==> src/rtl/fetch_sequencer.sv <==
// fetch_sequencer: instruction-fetch controller for the front end.
//
// Owns the fetch PC, issues PC-addressed requests to instruction memory,
// pairs in-order responses with the PC that produced them, and keeps up
// to two fetched {pc, insn} entries for decode. A redirect flushes the
// queue and marks every in-flight request to be dropped on return. A halt
// stops request issue for good (until rst), but responses already in
// flight still retire and the queue keeps draining.
//
// Ports:
//   clk, rst               clock, synchronous active-high reset
//   redirect_i/_pc_i       redirect fetch to a new PC (used verbatim)
//   halt_i                 stop issuing requests; latched until rst
//   imem_req_valid_o/_ready_i/_addr_o   request channel to memory
//   imem_rsp_valid_i/_data_i            in-order response channel
//   insn_valid_o/_ready_i, pc_o, insn_o decode-side head of the queue
//   halted_o               high while the FSM is in HALTED
//
// Handshake semantics (both channels): a transfer happens on a rising edge
// where valid and ready are both high. The request side holds valid and
// addr stable until accepted, except that redirect_i, halt_i or rst may
// withdraw an unaccepted request. Responses carry no ready: memory returns
// them in order, at least one cycle after acceptance.

module fetch_sequencer #(
    parameter int unsigned       DWIDTH   = 32,
    parameter int unsigned       AWIDTH   = 32,
    parameter logic [AWIDTH-1:0] BASEADDR = 32'h0100_0000
) (
    input  logic              clk,
    input  logic              rst,
    input  logic              redirect_i,
    input  logic [AWIDTH-1:0] redirect_pc_i,
    input  logic              halt_i,
    output logic              imem_req_valid_o,
    input  logic              imem_req_ready_i,
    output logic [AWIDTH-1:0] imem_req_addr_o,
    input  logic              imem_rsp_valid_i,
    input  logic [DWIDTH-1:0] imem_rsp_data_i,
    output logic              insn_valid_o,
    input  logic              insn_ready_i,
    output logic [AWIDTH-1:0] pc_o,
    output logic [DWIDTH-1:0] insn_o,
    output logic              halted_o
);

    typedef enum logic [1:0] {
        ST_BOOT   = 2'd0,
        ST_RUN    = 2'd1,
        ST_HALTED = 2'd2
    } state_e;

    state_e            state_q;
    logic              halted_q;

    logic [AWIDTH-1:0] fpc_q, fpc_d;
    logic [1:0]        out_cnt_q, out_cnt_d;
    logic [1:0]        drop_cnt_q, drop_cnt_d;
    logic [1:0]        occ_q, occ_d;

    // In-flight PC FIFO: one entry per accepted, not yet answered request.
    logic [AWIDTH-1:0] ifl_pc_q [2];
    logic              ifl_wr_q, ifl_rd_q;

    // Decode-side instruction queue.
    logic [AWIDTH-1:0] q_pc_q   [2];
    logic [DWIDTH-1:0] q_insn_q [2];
    logic              q_wr_q, q_rd_q;

    logic              in_run;
    logic              pop;
    logic              redirect_take;
    logic [2:0]        credit_used;
    logic              req_fire;
    logic              rsp_take;
    logic              rsp_drop;
    logic              enq;
    logic [AWIDTH-1:0] rsp_pc;

    assign in_run        = (state_q == ST_RUN);
    assign insn_valid_o  = (occ_q != 2'd0);
    assign pop           = insn_valid_o && insn_ready_i;
    // halt_i beats a simultaneous redirect: the redirect is simply ignored.
    assign redirect_take = in_run && redirect_i && !halt_i;

    // Two credits shared by in-flight requests and queued instructions, so
    // every response always has a queue slot. A same-cycle pop frees a
    // credit early, which is what sustains one instruction per cycle.
    assign credit_used   = {1'b0, out_cnt_q} + {1'b0, occ_q} - {2'b00, pop};

    assign imem_req_valid_o = in_run && !halt_i && !redirect_i && (credit_used < 3'd2);
    assign imem_req_addr_o  = fpc_q;
    assign req_fire         = imem_req_valid_o && imem_req_ready_i;

    // A response with nothing in flight is a protocol error and is ignored.
    assign rsp_take = imem_rsp_valid_i && (out_cnt_q != 2'd0);
    // Responses to pre-redirect requests are discarded, including one that
    // lands in the redirect cycle itself.
    assign rsp_drop = rsp_take && ((drop_cnt_q != 2'd0) || redirect_take);
    assign enq      = rsp_take && !rsp_drop;
    assign rsp_pc   = ifl_pc_q[ifl_rd_q];

    assign pc_o     = insn_valid_o ? q_pc_q[q_rd_q]   : '0;
    assign insn_o   = insn_valid_o ? q_insn_q[q_rd_q] : '0;
    assign halted_o = halted_q;

    always_comb begin
        fpc_d      = fpc_q;
        out_cnt_d  = out_cnt_q + {1'b0, req_fire} - {1'b0, rsp_take};
        drop_cnt_d = drop_cnt_q;
        occ_d      = occ_q + {1'b0, enq} - {1'b0, pop};

        if (redirect_take) begin
            fpc_d = redirect_pc_i;
        end else if (req_fire) begin
            // Natural wrap at 2^AWIDTH.
            fpc_d = fpc_q + AWIDTH'(4);
        end

        if (redirect_take) begin
            // No request fires in a redirect cycle, so what remains in
            // flight after this cycle's retirement is all stale.
            drop_cnt_d = out_cnt_q - {1'b0, rsp_take};
            occ_d      = 2'd0;
        end else if (rsp_take && (drop_cnt_q != 2'd0)) begin
            drop_cnt_d = drop_cnt_q - 2'd1;
        end
    end

    // Control FSM; halted_o is registered alongside the state.
    always_ff @(posedge clk) begin
        if (rst) begin
            state_q  <= ST_BOOT;
            halted_q <= 1'b0;
        end else begin
            case (state_q)
                ST_BOOT: state_q <= ST_RUN;
                ST_RUN: begin
                    if (halt_i) begin
                        state_q  <= ST_HALTED;
                        halted_q <= 1'b1;
                    end
                end
                ST_HALTED: begin
                    state_q  <= ST_HALTED;
                    halted_q <= 1'b1;
                end
                default: begin
                    state_q  <= ST_BOOT;
                    halted_q <= 1'b0;
                end
            endcase
        end
    end

    always_ff @(posedge clk) begin
        if (rst) begin
            fpc_q       <= BASEADDR;
            out_cnt_q   <= 2'd0;
            drop_cnt_q  <= 2'd0;
            occ_q       <= 2'd0;
            ifl_wr_q    <= 1'b0;
            ifl_rd_q    <= 1'b0;
            q_wr_q      <= 1'b0;
            q_rd_q      <= 1'b0;
            for (int i = 0; i < 2; i++) begin
                ifl_pc_q[i] <= '0;
                q_pc_q[i]   <= '0;
                q_insn_q[i] <= '0;
            end
        end else begin
            fpc_q      <= fpc_d;
            out_cnt_q  <= out_cnt_d;
            drop_cnt_q <= drop_cnt_d;
            occ_q      <= occ_d;

            if (req_fire) begin
                ifl_pc_q[ifl_wr_q] <= fpc_q;
                ifl_wr_q           <= ~ifl_wr_q;
            end
            if (rsp_take) begin
                ifl_rd_q <= ~ifl_rd_q;
            end

            if (redirect_take) begin
                q_wr_q <= 1'b0;
                q_rd_q <= 1'b0;
            end else begin
                if (enq) begin
                    q_pc_q[q_wr_q]   <= rsp_pc;
                    q_insn_q[q_wr_q] <= imem_rsp_data_i;
                    q_wr_q           <= ~q_wr_q;
                end
                if (pop) begin
                    q_rd_q <= ~q_rd_q;
                end
            end
        end
    end

endmodule
==> config.mk <==
export PLATFORM = sky130hd
export DESIGN_NAME = fetch_sequencer
export DESIGN_NICKNAME = d
export VERILOG_FILES = /design/src/rtl/fetch_sequencer.sv
export SDC_FILE = /design/constraint.sdc
export NUM_CORES = 1
export LEC_CHECK = 0
export ABC_AREA = 1
export BUFFER_PORTS_ARGS = -buffer_cell sky130_fd_sc_hd__buf_2
export CELL_PAD_IN_SITES_DETAIL_PLACEMENT = 1
export CELL_PAD_IN_SITES_GLOBAL_PLACEMENT = 1
export CORE_UTILIZATION = 30
export CTS_BUF_LIST = sky130_fd_sc_hd__clkbuf_8
export DETAILED_ROUTE_END_ITERATION = 6
export GPL_TIMING_DRIVEN = 0
export PLACE_DENSITY_LB_ADDON = 0.1
export SYNTH_ARGS = -nofsm -noshare
export SYNTH_HDL_FRONTEND = slang
export SYNTH_SLANG_ARGS = --single-unit
export TNS_END_PERCENT = 1
==> constraint.sdc <==
create_clock -name clk -period 5.15 [get_ports clk]
set_clock_uncertainty 0.1 [all_clocks]
set_input_delay 1.03 -clock clk [delete_from_list [all_inputs] [get_ports clk]]
set_output_delay 1.03 -clock clk [all_outputs]
set_load 0.02 [all_outputs]
=== Word-level counts from Yosys, hierarchy flattened ===
Memories as Yosys holds them, arrays and structs flattened. A register that Yosys moved wholly into a read port is not among the register bits.
Cells that the tools add are included.

* Add/sub/neg operators: 9
* Multipliers: 0
* Divide/modulo/power cells: 0
* Magnitude comparators: 1
* Equal/unequal tests: 3
* Shift operators: 0
* Multiplexer cells: 34
* Bitwise gates (word level): 5
* Reductions and logical operators: 26

{| class="wikitable"
|+ Operator list
! operator !! count
|-
| $mux 32 || 7
|-
| $reduce_or 32->1 || 3
|-
| $add 32x3->32 const B || 1
|-
| $mux 1 || 22
|-
| $logic_and 1x1->1 || 11
|-
| $reduce_bool 2->1 || 5
|-
| $mux 2 || 3
|-
| $pmux 2 s3 || 1
|-
| $sub 2x1->2 || 3
|-
| $not 1->1 || 5
|-
| $add 2x1->2 || 2
|-
| $add 2x2->3 || 1
|-
| $logic_not 1->1 || 3
|-
| $lt 3x2->1 const B || 1
|-
| $pmux 1 s3 || 1
|-
| $sub 3x1->3 || 1
|-
| $eq 2x1->1 const B || 1
|-
| $eq 2x2->1 const B || 1
|-
| $logic_not 2->1 || 1
|-
| $ne 2x2->1 const B || 1
|-
| $reduce_and 2->1 || 1
|-
| $reduce_or 2->1 || 1
|-
| $sub 2x1->2 const B || 1
|-
| $logic_or 1x1->1 || 1
|}

* Register bits after elaboration: 45
* Bits in latches: 0
* RAM bits: 192
* ROM bits: 0
* Input bits: 71
* Output and inout port bits: 99
* Logic and storage cells: 91
* Memories: 3

{| class="wikitable"
|+ Memories
! name !! words !! bits a word !! rd ports !! clocked after Yosys merged registers in !! write ports !! line !! text
|-
| ifl_pc_q || 2 || 32 || 1 || 1 || 2 || 62 || <nowiki>logic [AWIDTH-1:0] ifl_pc_q [2];</nowiki>
|-
| q_insn_q || 2 || 32 || 1 || 1 || 2 || 67 || <nowiki>logic [DWIDTH-1:0] q_insn_q [2];</nowiki>
|-
| q_pc_q || 2 || 32 || 1 || 1 || 2 || 66 || <nowiki>logic [AWIDTH-1:0] q_pc_q [2];</nowiki>
|}

=== Logic depth before layout (Yosys ltp) ===
Gate-level depths: netlist of run 1.

* Word-level depth: 13
* Depth in mapped cells: 16
* Gate-level depth less buffers: 15

=== Worst setup path after synthesis of run 1 ===
Ideal clock, no wire load.

* Path kind: input to register
* Start point: input port insn_ready_i
* End point: memory ifl_pc_q[0][0] (enable)
* Setup time: 0.466 ns
* Arrival: 4.883 ns
* Required time: 4.584 ns
* Slack: -0.299 ns
* Cell stages on the path: 9
* Path buffers: 0
* Path through: inv_1 > nor2_1 > ha_1 > or2_2 > fa_1 > nand2_1 > nor2_2 > nand3_4 > o21ai_0

{| class="wikitable"
|+ RTL lines
! element !! line !! text
|-
| start: declaration || 41 || <nowiki>input logic insn_ready_i,</nowiki>
|-
| end: declaration || 62 ||
|}

==> impl_results.md, run 1 <==
* CP Cell Sequence: nor2_1 -> nor2_1 -> ha_1 -> or2_2 -> fa_1 -> nand2_1 -> nor2_2 -> nand2_1 -> nor2_1 -> nand3_1 -> buf_2 -> nand2_2
* Final hold violations at 0
* Multi-input gate area at 3840 µm²
* Final WL at 33.2 mm
* Cell at the slowest stage of the critical path: nand2_2
* Die Wd at 196 µm
* # IOs at 170
* Core Box Area at 36800 µm²
* Clock Sinks at 239
* Critical path class: reg2reg
* Via count at 8816
* Synthesized area per cell at 9.26 µm²
* DR pass1 iterations at 4
* Final Max Slew Viols at 0
* Period minus WS final at 4100 ps
* Top Metal Used: met4
* Layout cells sized above 1 at 0.212
* Routed wl met3 at 1.34 mm
* Largest net degree at the start of global routing at 35
* Synth Warn # at 0
* Leak at 0.00547 µW
* Number of global-route vias before repair at 9104
* Metal1 wirelength at 15.4 mm
* Routability cong. at 0.849
* Setup ws final at 1050 ps
* Crit Reg-Reg Startpoint: occ_q[0]
* Worst-path fanout max at 32
* Post-CTS resize count at 0
* Dpl cells at 1857
* DRC viols at 0
* Post-Syn Area at 11300 µm²
* Register share of total power at 0.425
* Max VDD drop at 131 µV
* Htree depth at 2
* RSZ-0062 raised after global routing: false
* Storage cell area at 6710 µm²
* Fin util at 0.369
* # diodes at 0
* Hold WC Path Type: reg2reg
* Worst Setup SP: occ_q[0]
* Finish-stage setup viols at 0
* Worst path arrival time at 4170 ps
* # fillers at 4358
* Setup Fix Bufs, Post-CTS at 0
* Max Fclk at 244 MHz
* DRT iter0 DRCs at 321
* Power Total at 5560 µW
* Worst setup endpoint: ifl_pc_q[1][6]
* Port Buffers at 169
* Aggregate global routing overflow at 0
* Clock Root Buffer: clkbuf_8
* Initial core utilization at 0.306
* Sw Share at 0.353
* Initial antenna violation count at 0
* CP max stage delay at 610 ps
* Clock network fraction of total power at 0.297
* Clock Latency Late Sink at 560 ps
* Asr flop ratio synth at 0
* Main synth FF type: edfxtp_1
* CP endpoint kind: register
* Worst r2r path cells at 12
* Power per Cell Area at 410 nW/µm²
* Mapped Cells at 1217
* Least-Margin Pin Slew at 1070 ps
* Die H at 196 µm
* Critical R2R Capture: ifl_pc_q[1][6]
* Hold-fix buffers at CTS at 0
* EDFF count, synth at 192
* Tcrit/Tclk final at 0.796
* Clock transition at path regs at 60 ps
* TritonCTS buffer count at 44
* Final hold slack at 363 ps
* Total global-route track usage at 0.176
* Die area at 38300 µm²
* First-pass GRT wire length at 51.3 mm
* Met2 WL at 15.6 mm
* Most Frequent Cell on Critical Path: nor2_1
* Slew margin rel. at 0.288
* Internal power at 3600 µW
* Fin nets at 1518
* Post-synthesis sequential area ratio at 0.595
* Final Non-Filler Cells at 1934
* WHS Path Cells at 1
* Remaining antenna violation count after routing at 0
* Pre-CTS setup slack at 392 ps
* Clock Path Buffers at 3
* P&R area growth vs syn at 20.5%
* Avg Vias per Cell at 4.56
* Post-synthesis cell type count at 38
* Max-cap violations at 0
* Crit path launch type: register
* Reg-to-reg slack, setup at 1050 ps
* Std-Cell Rows at 70
* TritonCTS clock tree: yes
* CP required at 5220 ps
* P_sw at 1960 µW
* Status: complete, no violations
* Syn Nets at 1300
* Yosys reg bits at 239
* Final HPWL DP at 24.2 mm
* Routed len/inst at 17.2 µm
* Comb pwr share at 0.279
==> how the worst min path moves through the flow <==
stage / endpoint / slack, ps / startpoint
floorplan: register / 330 / ifl_rd_q
global placement: ifl_rd_q / 340 / ifl_rd_q
detailed placement: register / 350 / ifl_rd_q
CTS: register / 360 / ifl_rd_q
global route: register / 410 / ifl_rd_q
finish: register / 360 / ifl_rd_q
==> power groups by stage <==
stage	clock (µW)	sequential, µW	combinational (µW)
2_1_floorplan	0	2410	993
5_1_grt	1800	2380	1740
3_3_place_gp	0	2410	1560
4_1_cts	1720	2360	1600
6_report	1650	2360	1550
3_5_place_dp	0	2400	1600
==> worst max-delay path: cells and delay by family, from the launching register on <==
family / cells / cell delay [ps]
buf+inv: 1 / 270
flops: 1 / 330
simple gates: 9 / 2220
fa+ha+maj: 2 / 770
==> cells by family after synthesis <==
family          count (synthesis)  synth area share
simple gates                  627             0.225
flops                         239             0.595
buf+inv                       164            0.0665
compound gates                139            0.0681
mux                            32            0.0284
fa+ha+maj                      12            0.0140
xor+xnor                        4           0.00311
==> sequential cells by signal, summed over array words and instances, names as in the netlist, named ones only <==
register / count
q_rd_q: 1
imem_req_addr_o: 32
drop_cnt_q: 2
state_q: 2
q_wr_q: 1
q_insn_q: 64
halted_o: 1
ifl_pc_q: 64
q_pc_q: 64
occ_q: 2
ifl_rd_q: 1
ifl_wr_q: 1
out_cnt_q: 2
==> final cells by class <==
type,instances,share of cell area
buffer,60,0.0263
multi-input combinational,814,0.283
clock buffer,46,0.0466
tap,468,0.0431
timing repair buffer,172,0.0673
inverter,104,0.0289
sequential,239,0.494
clock inverter,31,0.0111
==> per-layer routing <==
layer | vias up | GRT usage
li1 | 4426 | -
met1 | 4132 | 0.234
met2 | 195 | 0.293
met3 | 63 | 0.0291
met4 | 0 | 0.0596
met5 | - | 0
==> metrics by stage <==
| stage | TNS, ps | instance area, µm² |
|---|---|---|
| floorplan | 0 | 11300 |
| global placement | -35000 | 12700 |
| detailed placement | 0 | 12800 |
| CTS | 0 | 13600 |
| global route | 0 | 13600 |
| finish | 0 | 13600 |
==> layout by cell type (no fill, tap or decap), types with 13 or more instances in the layout <==
cell / netlist / final
nor2_1: 275 / 275
nand3_1: 47 / 47
inv_1: 95 / 110
nand2_1: 267 / 264
clkbuf_1: 18 / 18
nor2_2: 22 / 22
edfxtp_1: 192 / 192
dfxtp_1: 47 / 47
clkbuf_8: 0 / 46
buf_2: 18 / 187
a21oi_1: 89 / 89
o21ai_0: 25 / 24
buf_6: 13 / 13
mux2i_1: 32 / 32
==> cells in the mapped netlist (2+ instances only) <==
master,instances,area (µm²)
nand2_4,2,22.5
xor2_1,3,26.3
a211oi_1,5,37.5
nand3_1,47,235
clkbuf_1,18,67.6
nand4_1,3,18.8
buf_1,8,30.0
ha_1,11,138
nor2_2,22,138
clkinv_1,2,7.51
dfxtp_1,47,941
nand2_2,2,12.5
edfxtp_1,192,5770
a21oi_2,10,87.6
a31oi_1,2,12.5
buf_6,13,146
mux2i_1,32,320
o21ai_0,25,125
nor3_1,4,20.0
or2_2,2,12.5
a21oi_1,89,445
buf_2,18,90.1
buf_4,3,22.5
inv_2,6,22.5
nor2_1,275,1030
o211ai_1,3,22.5
nand2_1,267,1000
nand3_2,2,20.0
inv_1,95,357
(Power assumes the default switching activity.)
==> inputs of run 2 (changes only) <==
==> constraint.sdc (replaced) <==
create_clock -name clk -period 3.95 [get_ports clk]
set_clock_uncertainty 0.1 [all_clocks]
set_input_delay 0.79 -clock clk [delete_from_list [all_inputs] [get_ports clk]]
set_output_delay 0.79 -clock clk [all_outputs]
set_load 0.02 [all_outputs]
==> run 2 against run 1 <==
Compared with the run above:
- die area did not move
- flip-flop and latch count stayed put
- via count rose by 0.16%
- first-iteration DRC count up 1.9%
- worst hold slack is essentially flat
- utilization is 0.058 points higher
- total power is 30% higher
- combinational power rose by 32%
- worst setup slack got worse by 810 ps
- largest power group unchanged
==> impl_results.md, run 2 (synthesis gave the netlist of run 1 again) <==
* Most common cell after layout, fill and taps aside: nor2_1 (unchanged)
* Clock Latency Late Sink at 540 ps (was 560 ps)
* Clock transition at path regs at 60 ps (about the same)
* Storage cell area at 6710 µm² (unchanged)
* Total global-route track usage at 0.174 (was 0.176)
* Setup Fix Bufs, Post-CTS at 0 (unchanged)
* Critical path class: reg2out (was reg2reg)
* Max-cap violations at 0 (unchanged)
* CP max stage delay at 480 ps (was 610 ps)
* Max Fclk at 270 MHz
* Final hold slack at 363 ps (about the same)
* Finish-stage setup viols at 0 (unchanged)
* WHS Path Cells at 2 (was 1)
* Clock Path Buffers at 3 (unchanged)
* Worst hold endpoint: drop_cnt_q[1]
* DR pass1 iterations at 5 (was 4)
* Avg Vias per Cell at 4.57 (was 4.56)
* Largest net degree at the start of global routing at 44 (was 35)
* Fin nets at 1518 (unchanged)
* Metal1 wirelength at 15.6 mm (was 15.4 mm)
* Multi-input gate area at 3860 µm² (was 3840 µm²)
* Sw Share at 0.357 (was 0.353)
* Hold WC Path Type: reg2reg (unchanged)
* CP bufs+invs at 2 (was 1)
* Remaining antenna violation count after routing at 0 (unchanged)
* Fin util at 0.370 (was 0.369)
* # IOs at 170 (unchanged)
* Internal power at 4650 µW (was 3600 µW)
* Worst path arrival time at 2810 ps (was 4170 ps)
* Core Box Area at 36800 µm² (unchanged)
* Worst r2r path cells at 13 (was 12)
* Top Metal Used: met4 (unchanged)
* Tcrit/Tclk final at 0.938
* First-pass GRT wire length at 51.1 mm (was 51.3 mm)
* Cell at the slowest stage of the critical path: fa_1 (was nand2_2)
* Via count at 8830 (was 8816)
* Reg-to-reg slack, setup at 310 ps (was 1050 ps)
* Hold wc startpoint: drop_cnt_q[1] (was ifl_rd_q)
* Slew margin rel. at 0.196 (was 0.288)
* Leak at 0.00547 µW (about the same)
* CP Cell Sequence: nor2_2 -> nor2_1 -> ha_1 -> or2_2 -> fa_1 -> nand2_1 -> nor2_2 -> nand2_1 -> inv_1 -> buf_2 (was nor2_1 -> nor2_1 -> ha_1 -> or2_2 -> fa_1 -> nand2_1 -> nor2_2 -> nand2_1 -> nor2_1 -> nand3_1 -> buf_2 -> nand2_2)
* Power per Cell Area at 531 nW/µm² (was 410 nW/µm²)
* Clock Sinks at 239 (unchanged)
* Initial antenna violation count at 0 (unchanged)
* TritonCTS buffer count at 43 (was 44)
* P&R area growth vs syn at 20.7% (was 20.5%)
* Final Max Slew Viols at 0 (unchanged)
* P_sw at 2580 µW (was 1960 µW)
* TritonCTS clock tree: yes (unchanged)
* Routed wl met3 at 1.32 mm (was 1.34 mm)
* Port Buffers at 169 (unchanged)
* DRT iter0 DRCs at 327 (was 321)
* Status: complete, no violations (unchanged)
* Initial core utilization at 0.306 (unchanged)
* Final WL at 33.2 mm (about the same)
* Aggregate global routing overflow at 0 (unchanged)
* Worst-path fanout max at 4 (was 32)
* Max VDD drop at 168 µV (was 131 µV)
* Largest regs: ifl_pc_q x64, q_insn_q x64, q_pc_q x64 (unchanged)
* Clock network fraction of total power at 0.292 (was 0.297)
* # fillers at 4344 (was 4358)
* Std-Cell Rows at 70 (unchanged)
* Htree depth at 2 (unchanged)
* Number of global-route vias before repair at 9058 (was 9104)
* # diodes at 0 (unchanged)
* DRC viols at 0 (unchanged)
* Final HPWL DP at 24.3 mm (was 24.2 mm)
* Register share of total power at 0.426 (was 0.425)
* Die Wd at 196 µm (unchanged)
* Commonest cells after routing, fill and taps aside: nor2_1 (274), nand2_1 (264), edfxtp_1 (192), buf_2 (187), inv_1 (108) (was nor2_1 (275), nand2_1 (264), edfxtp_1 (192), buf_2 (187), inv_1 (110))
* Comb pwr share at 0.282 (was 0.279)
* CP endpoint kind: output pin (was register)
* Least-Margin Pin Slew at 1210 ps (was 1070 ps)
* Crit path launch type: register (unchanged)
* Crit Reg-Reg Startpoint: occ_q[1] (was occ_q[0])
* CP required at 3060 ps (was 5220 ps)
* Routability cong. at 0.850 (was 0.849)
* Power Total at 7220 µW (was 5560 µW)
* Die H at 196 µm (unchanged)
* Die area at 38300 µm² (unchanged)
* Final hold violations at 0 (unchanged)
* CP delay by family, top: simple AND/OR/NAND/NOR gates (unchanged)
* Setup TNS at 0 ps (unchanged)
* Layout cells sized above 1 at 0.214 (was 0.212)
* Clock Root Buffer: clkbuf_8 (unchanged)
* Critical R2R Capture: ifl_pc_q[1][6] (unchanged)
* Period minus WS final at 3700 ps
* RSZ-0062 raised after global routing: false (unchanged)
* Routed len/inst at 17.2 µm (about the same)
* Met2 WL at 15.6 mm (about the same)
-- run 2: worst min-delay path, cell delays in order, from the launching register on --
cell,delay (ps)
dfxtp_1,300
inv_1,60
a21oi_1,60
-- run 2: area by class of cell --
| cell class | instances | share of cell area |
|---|---|---|
| Sequential cell | 239 | 0.493 |
| Clock inverter | 33 | 0.0124 |
| Clock buffer | 43 | 0.0435 |
| Buffer | 60 | 0.0262 |
| Tap cell | 468 | 0.0431 |
| Inverter | 104 | 0.0289 |
| Timing Repair Buffer | 173 | 0.0692 |
| Multi-Input combinational cell | 814 | 0.284 |
-- run 2: how the worst max path moves through the flow --
stage | to | depth (start not counted) | from | slack (ps)
floorplan | ifl_pc_q[1][0] | 12 | insn_ready_i | 30
global placement | q_pc_q[0][27] | 4 | rst | -1180
detailed placement | ifl_pc_q[1][6] | 14 | insn_ready_i | -730
CTS | ifl_pc_q[1][15] | 13 | occ_q[0] | 9
global route | imem_req_valid_o | 10 | occ_q[1] | 20
finish | imem_req_valid_o | 10 | occ_q[1] | 250
-- run 2: metal layers --
layer  GRT usage  vias to the layer above
met1       0.228                     4174
met5           0                        -
met3      0.0275                       42
met2       0.297                      189
li1            -                     4425
met4      0.0477                        0
-- run 2: power groups by stage --
stage | Combinational [µW] | Clock [µW] | Sequential, µW
after floorplan | 1300 | 0 | 3140
after global placement | 2030 | 0 | 3140
after detailed placement | 2080 | 0 | 3130
after CTS | 2090 | 2180 | 3080
after global routing | 2270 | 2290 | 3100
final | 2040 | 2110 | 3080
-- run 2: stage by stage --
stage | cells | area, µm² | setup WS [ps]
detailed placement | 1858 | 12800 | -731
floorplan | 1217 | 11300 | 27.7
CTS | 1934 | 13600 | 9.02
finish | 1934 | 13600 | 246
global route | 1934 | 13600 | 22.9
global placement | 1854 | 12700 | -1180
-- run 2: timing repair --
action	4_1_cts	5_1_grt
setup endpoints to repair	32	17
resized for setup	2	2
endpoints found under the hold margin	0	0
hold buffers	0	0
